<file path="src/rtl/song_sequencer_pkg.sv">
// Shared constants for the song sequencer: default field widths, the
// controller state encoding and the duration value that marks end-of-song.
package song_sequencer_pkg;

  localparam int NOTE_W  = 6;  // note code width
  localparam int DUR_W   = 6;  // duration width, in 1/48 s beats
  localparam int SONG_W  = 2;  // song select width (4 songs)
  localparam int IDX_W   = 5;  // note index width (32 entries per song)
  localparam int STATE_W = 3;

  // Controller states. Plain constants keep the encoding stable for older
  // blocks and checkers that decode the debug state bus.
  localparam logic [STATE_W-1:0] S_IDLE      = 3'd0,
                                 S_FETCH     = 3'd1,
                                 S_WAIT_ROM  = 3'd2,
                                 S_LOAD      = 3'd3,
                                 S_WAIT_NOTE = 3'd4,
                                 S_END       = 3'd5;

  // A ROM entry whose duration equals this value terminates the song.
  localparam int END_MARKER = 0;

  // States in which the note player is allowed to run.
  function automatic logic state_is_active(input logic [STATE_W-1:0] s);
    return (s == S_FETCH) || (s == S_WAIT_ROM) || (s == S_LOAD) || (s == S_WAIT_NOTE);
  endfunction

endpackage

</file>
<file path="src/rtl/song_sequencer.sv">
// Song sequencer: walks the {note, duration} entries of the selected song in
// an external ROM and hands each one to the note player, one at a time.
//
// ROM handshake: rom_addr is registered and updated when FETCH is entered;
// the ROM returns the entry on rom_data one cycle later (during WAIT_ROM),
// where it is captured. The note player sees one load_new_note strobe per
// entry and answers with a single done_with_note pulse, which is only
// honoured in WAIT_NOTE. There is no back-pressure in either direction.
//
// Priority every cycle: reset, then next_song, then play low, then the
// per-state behaviour (done_with_note, end-of-song detection).
module song_sequencer #(
  parameter int NOTE_W = song_sequencer_pkg::NOTE_W,
  parameter int DUR_W  = song_sequencer_pkg::DUR_W,
  parameter int SONG_W = song_sequencer_pkg::SONG_W,
  parameter int IDX_W  = song_sequencer_pkg::IDX_W
) (
  input  logic                                   clk,
  input  logic                                   reset,
  input  logic                                   play,
  input  logic                                   next_song,
  output logic [SONG_W+IDX_W-1:0]                rom_addr,
  input  logic [NOTE_W+DUR_W-1:0]                rom_data,
  input  logic                                   done_with_note,
  output logic [NOTE_W-1:0]                      note_to_load,
  output logic [DUR_W-1:0]                       duration_to_load,
  output logic                                   load_new_note,
  output logic                                   play_enable,
  output logic                                   song_done,
  output logic [SONG_W-1:0]                      current_song,
  output logic [song_sequencer_pkg::STATE_W-1:0] debug_state
);

  import song_sequencer_pkg::*;

  logic [STATE_W-1:0] state;
  logic [SONG_W-1:0]  song;
  logic [IDX_W-1:0]   index;

  logic [SONG_W-1:0]  song_inc;
  logic [IDX_W-1:0]   index_inc;
  logic [NOTE_W-1:0]  rom_note;
  logic [DUR_W-1:0]   rom_dur;
  logic               rom_is_end;
  logic               index_is_last;

  // Helper terms: incremented counters and fields of the returned ROM entry.
  always_comb begin
    song_inc      = song + SONG_W'(1);
    index_inc     = index + IDX_W'(1);
    rom_note      = rom_data[NOTE_W+DUR_W-1:DUR_W];
    rom_dur       = rom_data[DUR_W-1:0];
    rom_is_end    = (rom_dur == DUR_W'(END_MARKER));
    index_is_last = (index == {IDX_W{1'b1}});
  end

  // Controller: song/index bookkeeping, ROM addressing and entry capture.
  always_ff @(posedge clk) begin
    if (reset) begin
      state            <= S_IDLE;
      song             <= '0;
      index            <= '0;
      rom_addr         <= '0;
      note_to_load     <= '0;
      duration_to_load <= '0;
      song_done        <= 1'b0;
    end else begin
      song_done <= 1'b0;
      if (next_song) begin
        // Song change wins over everything else and never reports song_done.
        song     <= song_inc;
        index    <= '0;
        rom_addr <= {song_inc, {IDX_W{1'b0}}};
        state    <= play ? S_FETCH : S_IDLE;
      end else begin
        case (state)
          S_IDLE: begin
            if (play) begin
              state    <= S_FETCH;
              rom_addr <= {song, index};
            end
          end
          S_FETCH: begin
            state <= play ? S_WAIT_ROM : S_IDLE;
          end
          S_WAIT_ROM: begin
            if (!play) begin
              state <= S_IDLE;
            end else if (rom_is_end) begin
              state     <= S_END;
              song_done <= 1'b1;
            end else begin
              state            <= S_LOAD;
              note_to_load     <= rom_note;
              duration_to_load <= rom_dur;
            end
          end
          S_LOAD: begin
            state <= play ? S_WAIT_NOTE : S_IDLE;
          end
          S_WAIT_NOTE: begin
            // Pausing keeps the index, so the interrupted note restarts on resume.
            if (!play) begin
              state <= S_IDLE;
            end else if (done_with_note) begin
              if (index_is_last) begin
                // Past entry 31 the song wraps: finish instead of fetching.
                state     <= S_END;
                index     <= '0;
                song_done <= 1'b1;
              end else begin
                state    <= S_FETCH;
                index    <= index_inc;
                rom_addr <= {song, index_inc};
              end
            end
          end
          S_END: begin
            if (!play) begin
              state <= S_IDLE;
              index <= '0;
            end
          end
          default: begin
            state <= S_IDLE;
          end
        endcase
      end
    end
  end

  // Strobes and enables decoded from the current state.
  always_comb begin
    load_new_note = (state == S_LOAD);
    play_enable   = play && state_is_active(state);
  end

  assign current_song = song;
  assign debug_state  = state;

endmodule

</file>
<file path="config.mk">
export PLATFORM = sky130hd
export DESIGN_NAME = song_sequencer
export DESIGN_NICKNAME = d
export VERILOG_FILES = /design/src/rtl/song_sequencer_pkg.sv /design/src/rtl/song_sequencer.sv
export SDC_FILE = /design/constraint.sdc
export NUM_CORES = 1
export LEC_CHECK = 0
export ABC_CLOCK_PERIOD_IN_PS = 2040
export CELL_PAD_IN_SITES_DETAIL_PLACEMENT = 0
export CELL_PAD_IN_SITES_GLOBAL_PLACEMENT = 2
export CORE_MARGIN = 4
export CORE_UTILIZATION = 24
export DETAILED_ROUTE_END_ITERATION = 10
export GPL_TIMING_DRIVEN = 1
export PLACE_DENSITY = 0.8
export SYNTH_ARGS = -nofsm -noshare
export SYNTH_HDL_FRONTEND = slang
export SYNTH_SLANG_ARGS = --single-unit
</file>
<file path="constraint.sdc">
create_clock -name clk -period 2.04 [get_ports clk]
set_clock_uncertainty 0.05 [all_clocks]
set_input_delay 0.408 -clock clk [delete_from_list [all_inputs] [get_ports clk]]
set_output_delay 0.408 -clock clk [all_outputs]
set_load 0.01 [all_outputs]
</file>
==> results.tsv, run 1 <==
metric	value	unit
num_rows	28	
critPathSlowestCell	dfxtp_1	
pre_cts_slack	0.1669	ps
drcViolationCount	0	
grt_max_degree	25	
cp.arrival	2050	ps
yosysTopAreaCell	dfxtp_1	
hold_viol	0	
synth.ff_latch_count	30	
start_util	25.04	%
crit_start	index[0]	
synth.yosys.seq_area_share	40.03	%
path_buf_inv	1	
h-tree-depth	2	
r2r-start	index[0]	
antenna_cells	0	
critical_path_depth	7	
via_per_inst	4.538	
die_x	87.06	um
rsz0062_at_grt	no	
fp.coreArea	5991	um2
wire_per_inst	12.62	um
cp_top_family	adder cells	
crit_path_max_incr_delay	310	ps
yosys.area.top_type_share	40.03	%
io_pins	44	
cts_tree	done	
grt_util_all_layers	10.91	%
crit_top_cell	ha_1	
combinationalPowerShare	14.5	%
ys.flop_type	dfxtp_1	
cp-end-kind	flip-flop	
die_h	87.06	um
io_buffers	43	
avgSynthCellArea	8.983	um2
p_switching	319.1	uW
dr.pass1.iters	4	
p_per_area	605.2	nW/um2
postRouteAntennaNets	0	
cp-start-kind	flip-flop	
cts_made_buffers	5	
required	2210	ps
final.setup.worst_slack	162.6	ps
clk_path_buf_depth	2	
hold_path_class	flip-flop to flip-flop	
dp_hpwl	2.913	mm
grt-ovfl-total	0	
num_vias	1384	
crit_fanout	6	
wirelength	3.850	mm
syn_inst	167	
fin_crit_sh	92.03	%
synthArstFlopShare	0	%
path_cells	ha_1 > and3_1 > ha_1 > nand2b_4 > a211oi_4 > clkdlybuf4s15_2 > o32a_1	
maxSlewHeadroom	66.63	%
nFillCells	603	
slew_viol_final	0	
gp_congestion	0.7666	
yosysWarnings	0	
clock_power_share	40.7	%
syn_area	1500	um2
synth_edf_count	0	
cts_setup_buffers	0	
power	1374	uW
reg2reg_to	rom_addr[6]	
ys_top_cells_by_area	dfxtp_1 40%, nand2b_1 8.3%, mux2i_1 6.0%, nor2_1 3.8%, nor3b_1 3.5%	
crit_end	rom_addr[6]	
fin_crit	1877	ps
area_growth	51.29	%
dieArea	7579	um2
r2r_cells	7	
irDropWorstVdd	249.0	uV
switching_share	23.23	%
drtIter0Drc	58	
nets	248	
synth_cell_types	43	
fmax	532.6	MHz
internal_power	1054	uW
maxCapViolCount	0	
outcome	finished, final reports clean	
cts-root-buf	clkbuf_8	
rrSetupSlack	160	ps
antenna_found_initial	0	
clk_latency	280	ps
grt_pass1_vias	1354	
clk_pin_slew_worst_paths	60	ps
pwr-share-seq	44.8	%
syn_nets	186	
cts_sinks	30	
worst_pin_slew	498.7	ps
crit_type	flip-flop to flip-flop	
leakagePower	0.0008308	uW
layout-drive-gt1-share	17.83	%
grt_pass1_wl	6.486	mm
finalSetupViolations	0	
## how the worst min path moves through the flow
stage                        start                  end  slack, ps  cells past startpoint
2_1_floorplan             index[4]             index[4]        430                      2
3_3_place_gp   duration_to_load[4]  duration_to_load[4]        410                      2
3_5_place_dp   duration_to_load[5]  duration_to_load[5]        410                      2
4_1_cts        duration_to_load[5]  duration_to_load[5]        420                      2
5_1_grt        duration_to_load[1]  duration_to_load[1]        450                      2
6_report       duration_to_load[5]  duration_to_load[5]        420                      2
## metrics by stage
step,area [um2],cells,utilization [%],hold WS (ps),TNS (ps)
2_1_floorplan,1500,167,-,431.4,0
3_3_place_gp,2126,296,35.48,405.6,-21.49
3_5_place_dp,2126,296,35.48,410.9,0
4_1_cts,2241,304,37.41,422.4,0
5_1_grt,2270,305,37.89,452.7,0
6_report,2270,305,37.89,415.7,0
## cells in the final DEF (no fill, tap or decap), types with 2 or more instances in the layout
cell             synthesis  layout
a21oi_1                  8       8
a31oi_1                  2       2
buf_4                    1      22
clkbuf_8                 0       8
clkdlybuf4s50_1          0      41
dfxtp_1                 30      29
ha_1                     2       2
inv_1                    3       3
mux2i_1                  9       9
nand2_1                  6       6
nand2b_1                20      19
nand2b_4                 1       2
nand3_1                  5       5
nor2_1                  15      15
nor2b_1                  2       2
nor3_1                   2       2
nor3b_1                  7       6
nor4_1                   3       3
o21a_1                   2       2
o21ai_0                 10      10
o21bai_1                 5       5
xnor2_1                  2       2
xor2_1                   3       3
## cell usage after synthesis (all sizes together), types with 2 or more instances
cell type  number
xor2            3
o21bai          5
nand3           5
dfxtp          30
clkbuf          5
nor4            3
ha              2
nand2b         21
nor3b           8
inv             3
xnor2           2
a31oi           2
nor2b           2
nor2           15
buf             6
o21a            2
o21ai          11
nor3            2
nand2           6
a21oi           9
mux2i           9
## power groups by stage
stage / clock network [uW] / logic [uW] / registers, uW
5_1_grt: 602 / 221 / 618
2_1_floorplan: 0 / 86.4 / 634
3_5_place_dp: 0 / 192 / 629
6_report: 559 / 199 / 616
3_3_place_gp: 0 / 192 / 629
4_1_cts: 579 / 193 / 616
## routing by layer
| metal | GRT usage (%) | share of wire, % | vias up |
|---|---|---|---|
| met5 | 0 | 0 | - |
| met4 | 4.674 | 1.5 | 0 |
| met3 | 2.649 | 5.1 | 5 |
| met2 | 16.91 | 46 | 29 |
| met1 | 14.34 | 48 | 643 |
| li1 | - | - | 707 |
## worst reg2reg max path, stage by stage, from the launching register on
cell,delay (ps)
dfxtp_1,310
ha_1,210
and3_1,190
ha_1,210
nand2b_4,170
a211oi_4,230
clkdlybuf4s15_2,310
o32a_1,150
## flip-flops by register name, summed over array words and instances, names as in the netlist
register / flops
debug_state: 3
rom_addr: 7
current_song: 2
note_to_load: 6
song_done: 1
index: 5
duration_to_load: 6
## cell type report
class                   count  area (um2)  area share, %
clock buffers               8       110.1          4.851
inverters                   3       11.26         0.4961
multi-input cells         123       844.6          37.21
flip-flops and latches     30       601.8          26.52
well taps                  75       93.84          4.135
repair buffers             66       608.1          26.79
## what timing repair did
| item | CTS | global route |
|---|---|---|
| cloned | 0 | 1 |
| setup endpoints to repair | 2 | 8 |
| resized for setup | 3 | 3 |
| hold buffers | 0 | 0 |
| pin swaps | 0 | 1 |
| hold endpoints to repair | 0 | 0 |
## cells by family (layout without fill, tap and decap cells)
family,Yosys count,after routing,synth area share [%]
simple gates,71,71,28.69
compound gates,36,36,15.68
flops,30,30,40.03
buf+inv,14,77,5.004
mux,9,9,6.005
xor+xnor,5,5,2.920
fa+ha+maj,2,2,1.668
Power figures use the tool's default switching activity.
==> run 2: changes to the inputs <==
--- a/config.mk
+++ b/config.mk
@@ -16,3 +16,4 @@
 export SYNTH_ARGS = -nofsm -noshare
 export SYNTH_HDL_FRONTEND = slang
 export SYNTH_SLANG_ARGS = --single-unit
+export TNS_END_PERCENT = 10
==> run 2 against run 1 <==
  * Fmax grew 0.81%
  * Final cell count is 0.33% lower
  * Count of clock-buffer cells in the layout is the same
  * Routed wire length fell by 0.99%
  * Critical path depth is 1 higher
  * Register-to-register slack better by 20 ps
  * Setup slack improved by 15 ps
  * Via count down 1.1%
  * Sequential cell count unchanged
  * Global-route usage unchanged
==> results.tsv, run 2 (synthesis results as in run 1) <==
metric	value	unit	change
slew_viol_final	0		unchanged
dp.cells	296		unchanged
die_x	87.06	um	unchanged
crit_type	flip-flop to flip-flop		unchanged
via_per_inst	4.503		was 4.538
cp.arrival	1980	ps	was 2050 ps
cts_tree	done		unchanged
hold_path_class	flip-flop to flip-flop		unchanged
maxSlewHeadroom	66.04	%	was 66.63%
required	2150	ps	was 2210 ps
nets	247		was 248
power	1365	uW	was 1374 uW
p_per_area	606.6	nW/um2	was 605.2 nW/um2
fin_crit_sh	91.29	%	was 92.03%
finalSetupViolations	0		unchanged
die_h	87.06	um	unchanged
io_buffers	43		unchanged
h-tree-depth	2		unchanged
leakagePower	0.0008252	uW	was 0.0008308 uW
grt_pass1_wl	6.486	mm	unchanged
area_growth	50.04	%	was 51.29%
dp_hpwl	2.913	mm	unchanged
worst_pin_slew	507.5	ps	was 498.7 ps
io_pins	44		unchanged
antenna_cells	0		unchanged
clk_path_buf_depth	2		unchanged
irDropWorstVdd	249.0	uV	about the same
wire_per_inst	12.54	um	was 12.62 um
start_util	25.04	%	unchanged
fp.coreArea	5991	um2	unchanged
num_rows	28		unchanged
cts_setup_buffers	0		unchanged
drtIter0Drc	59		was 58
grt_max_degree	25		unchanged
wirelength	3.812	mm	was 3.850 mm
crit_fanout	13		was 6
postRouteAntennaNets	0		unchanged
clk_latency	280	ps	about the same
grt_pass1_vias	1354		unchanged
nFillCells	602		was 603
num_vias	1369		was 1384
layout_common_cells	41 x clkdlybuf4s50_1, 29 x dfxtp_1, 22 x buf_4, 19 x nand2b_1, 15 x nor2_1		unchanged
top_register	rom_addr		unchanged
fmax	536.9	MHz	was 532.6 MHz
drcViolationCount	0		unchanged
cp-start-kind	flip-flop		unchanged
cp-end-kind	flip-flop		unchanged
cts_made_buffers	5		unchanged
dr.pass1.iters	4		unchanged
hold_viol	0		unchanged
top_regs	rom_addr x7, duration_to_load x6, note_to_load x6		unchanged
grt-ovfl-total	0		unchanged
clk_pin_slew_worst_paths	60	ps	about the same
outcome	finished, final reports clean		unchanged
maxCapViolCount	0		unchanged
fin_crit	1862	ps	was 1877 ps
grt_util_all_layers	10.91	%	unchanged
gp_congestion	0.7666		unchanged
final_cells	304		was 305
antenna_found_initial	0		unchanged
final_common_cell	clkdlybuf4s50_1		unchanged
rsz0062_at_grt	no		unchanged
largest_reg_flops	7		unchanged
cts-root-buf	clkbuf_8		unchanged
layout-drive-gt1-share	17.47	%	was 17.83%
dieArea	7579	um2	unchanged
cts_sinks	30		unchanged
finalSetupTns	0	ps	unchanged
==> run 2: worst max-delay path, cell delays in order, from the launching register on <==
cell	delay, ps
dfxtp_1	310
ha_1	210
and3_1	190
ha_1	210
nand2b_4	160
a211oi_2	210
buf_4	210
nor2_1	60
o32a_1	140
==> run 2: cell type report <==
cell class	instances	area (um2)	share of cell area, %
multi-input cells	123	837.1	37.19
clock buffers	8	110.1	4.892
inverters	3	11.26	0.5003
well taps	75	93.84	4.169
flip-flops and latches	30	601.8	26.74
repair buffers	65	596.8	26.51
==> run 2: what timing repair did <==
item / CTS / global route
pin swaps: 0 / 1
endpoints found under the setup margin: 2 / 8
gates resized for setup: 3 / 2
hold buffers: 0 / 0
==> run 2: power by group <==
group / switching (uW) / internal, uW / leakage [uW]
clock: 217 / 340 / 0.0000575
sequential: 13.1 / 603 / 0.000244
combinational: 84.1 / 108 / 0.000524
total: 315 / 1050 / 0.000825
==> run 2: routing by layer <==
| layer | track usage (%) | wire (um) | vias to the layer above |
|---|---|---|---|
| met5 | 0 | 0 | - |
| met4 | 4.674 | 57 | 0 |
| met3 | 2.649 | 177 | 5 |
| met2 | 16.91 | 1729 | 23 |
| met1 | 14.34 | 1848 | 634 |
| li1 | - | - | 707 |
==> run 2: path summary, 6_finish.rpt <==
| kind | endpoint | start | depth (start not counted) | slack [ps] |
|---|---|---|---|---|
| hold / removal | duration_to_load[5] | duration_to_load[5] | 2 | 420 |
| setup reg to reg | rom_addr[6] | index[0] | 8 | 180 |
| hold reg to reg | duration_to_load[5] | duration_to_load[5] | 2 | 420 |
| setup / recovery | rom_addr[6] | index[0] | 8 | 180 |
==> run 2: metrics by stage <==
stage	instance area, um2	setup slack, ps	utilization [%]	hold slack (ps)
6_report	2251	177.6	37.57	415.7
5_1_grt	2251	9.337	37.57	452.7
4_1_cts	2241	1.228	37.41	422.4
3_5_place_dp	2126	0.1669	35.48	410.9
3_3_place_gp	2126	-21.49	35.48	405.6
2_1_floorplan	1500	109.6	-	431.4
==> run 3: changes to the inputs <==
--- a/config.mk
+++ b/config.mk
@@ -9,10 +9,11 @@
 export CELL_PAD_IN_SITES_DETAIL_PLACEMENT = 0
 export CELL_PAD_IN_SITES_GLOBAL_PLACEMENT = 2
 export CORE_MARGIN = 4
-export CORE_UTILIZATION = 24
+export CORE_UTILIZATION = 26
+export CTS_BUF_LIST = sky130_fd_sc_hd__clkbuf_4
 export DETAILED_ROUTE_END_ITERATION = 10
 export GPL_TIMING_DRIVEN = 1
-export PLACE_DENSITY = 0.8
+export PLACE_DENSITY = 0.86
 export SYNTH_ARGS = -nofsm -noshare
 export SYNTH_HDL_FRONTEND = slang
 export SYNTH_SLANG_ARGS = --single-unit
==> run 3 against run 2 <==
  * Count of clock-buffer cells in the layout decreased by 1
  * Clock power down 38%
  * Routed wire length is 3.1% lower
  * Register-to-register slack lost 20 ps
  * Via count is 1.7% lower
  * Global-route usage increased by 0.22 points
  * Largest power group unchanged
==> results.tsv, run 3 (synthesis results as in run 1) <==
metric	value	unit	change
outcome	finished, final reports clean		unchanged
cts_sinks	30		unchanged
pre_cts_slack	-20.57	ps	was 0.1669 ps
cts-root-buf	clkbuf_4		was clkbuf_8
dr.pass1.iters	4		unchanged
wire_per_inst	12.27	um	was 12.54 um
io_pins	44		unchanged
dp_hpwl	2.921	mm	was 2.913 mm
required	1580	ps	was 2150 ps
combinationalPowerShare	17.1	%	was 14.1%
cp-start-kind	flip-flop		unchanged
final_common_cell	clkdlybuf4s50_1		unchanged
wirelength	3.693	mm	was 3.812 mm
critPathSlowestCell	clkdlybuf4s50_1		was dfxtp_1
gp_congestion	0.7780		was 0.7666
slew_viol_final	0		unchanged
irDropWorstVdd	161.6	uV	was 249.0 uV
maxSlewHeadroom	80.36	%	was 66.04%
p_switching	286.1	uW	was 314.6 uW
cts_setup_buffers	0		unchanged
postRouteAntennaNets	0		unchanged
via_per_inst	4.472		was 4.503
grt_max_degree	27		was 25
p_per_area	527.1	nW/um2	was 606.6 nW/um2
hold_viol	0		unchanged
die_x	83.96	um	was 87.06 um
top_register	rom_addr		unchanged
io_buffers	43		unchanged
nFillCells	579		was 602
fp.coreArea	5540	um2	was 5991 um2
drtIter0Drc	39		was 59
h-tree-depth	2		unchanged
die_h	83.96	um	was 87.06 um
min-delay-start	duration_to_load[0]		was duration_to_load[5]
clk_path_buf_depth	2		unchanged
grt_util_all_layers	11.13	%	was 10.91%
layout_common_cells	41 x clkdlybuf4s50_1, 29 x dfxtp_1, 23 x buf_4, 20 x nand2b_1, 15 x nor2_1		was 41 x clkdlybuf4s50_1, 29 x dfxtp_1, 22 x buf_4, 19 x nand2b_1, 15 x nor2_1
maxCapViolCount	0		unchanged
num_rows	27		was 28
pwr-share-seq	53.1	%	was 45.1%
rsz0062_at_grt	no		unchanged
multi_input_area	837.1	um2	unchanged
path_cells	buf_4 > clkdlybuf4s50_1		was ha_1 > and3_1 > ha_1 > nand2b_4 > a211oi_2 > buf_4 > nor2_1 > o32a_1
clk_latency	310	ps	was 280 ps
grt-ovfl-total	0		unchanged
dp.cells	294		was 296
final.setup.worst_slack	148.3	ps	was 177.6 ps
regArea	601.8	um2	unchanged
clock_power_share	29.8	%	was 40.8%
path_buf_inv	2		was 1
cts_hold_buf	0		unchanged
finalSetupViolations	0		unchanged
area_growth	46.20	%	was 50.04%
hold_path_class	flip-flop to flip-flop		unchanged
crit_fanout	6		was 13
top_regs	rom_addr x7, duration_to_load x6, note_to_load x6		unchanged
worst_pin_slew	292.0	ps	was 507.5 ps
design_area	2193	um2	was 2251 um2
crit_start	debug_state[1]		was index[0]
fin_crit_sh	92.73	%	was 91.29%
drcViolationCount	0		unchanged
crit_path_max_incr_delay	550	ps	was 310 ps
cts_tree	done		unchanged
internal_power	870.0	uW	was 1051 uW
antenna_cells	0		unchanged
leakagePower	0.0007917	uW	was 0.0008252 uW
final_cells	301		was 304
cp-end-kind	primary output		was flip-flop
layout-drive-gt1-share	17.03	%	was 17.47%
largest_reg_flops	7		unchanged
cp_top_family	buffers and inverters		was adder cells
r2r-start	index[0]		unchanged
fin_crit	1892	ps	was 1862 ps
fmax	528.6	MHz	was 536.9 MHz
dieArea	7049	um2	was 7579 um2
cp.arrival	1430	ps	was 1980 ps
nets	248		was 247
start_util	27.08	%	was 25.04%
cts_made_buffers	5		unchanged
grt_pass1_wl	6.479	mm	was 6.486 mm
antenna_found_initial	0		unchanged
crit_type	flip-flop to primary output		was flip-flop to flip-flop
clk_pin_slew_worst_paths	90	ps	was 60 ps
switching_share	24.74	%	was 23.04%
dpl_cell_area	2130	um2	was 2126 um2
num_vias	1346		was 1369
grt_pass1_vias	1397		was 1354
-- run 3: final cells by class --
cell class / instances / share of cell area, %
multi-input cells: 123 / 38.16
clock buffers: 7 / 2.396
flip-flops and latches: 30 / 27.44
inverters: 3 / 0.5134
repair buffers: 66 / 27.38
well taps: 72 / 4.107
-- run 3: layer usage --
metal / track usage (%) / up-vias / routed length (um)
met1: 14.79 / 613 / 1907
met2: 17.14 / 24 / 1628
li1: - / 707 / -
met4: 4.386 / 0 / 44
met5: 0 / - / 0
met3: 2.863 / 2 / 113
-- run 3: stage by stage --
stage / hold slack [ps] / total power, uW / util (%) / TNS, ps
finish: 419.5 / 1156 / 39.59 / 0
global placement: 404.1 / 824.2 / 38.44 / -18.52
floorplan: 431.4 / 720.0 / - / 0
detailed placement: 410.3 / 824.7 / 38.44 / -21.50
global route: 443.2 / 1225 / 39.59 / 0
CTS: 425.8 / 1176 / 39.45 / 0
-- run 3: path summary, 6_finish.rpt --
check | endpoint | cells past startpoint | slack [ps]
max reg2reg | rom_addr[4] | 8 | 160
max | debug_state[1] | 2 | 150
min reg2reg | duration_to_load[0] | 2 | 420
min | duration_to_load[0] | 2 | 420
-- run 3: repair_timing --
| action | 4_1_cts | 5_1_grt |
|---|---|---|
| endpoints found under the hold margin | 0 | 0 |
| endpoints found under the setup margin | 2 | 7 |
| pin swaps | 0 | 1 |
| resized for setup | 4 | 1 |
-- run 3: worst register-to-register path, cell delays in order, from the launching register on --
cell and delay, ps:
dfxtp_1 320, ha_1 200, and3_1 180, ha_1 200, nand2b_1 210, a211oi_4 270, buf_4 200, o21ai_0 90
a21oi_1 110
-- run 3: power by group through the flow --
stage	logic, uW	clock network, uW	registers (uW)
global placement	197	0	628
global route	216	392	617
detailed placement	197	0	628
finish	197	344	614
CTS	197	365	614
floorplan	86.4	0	634
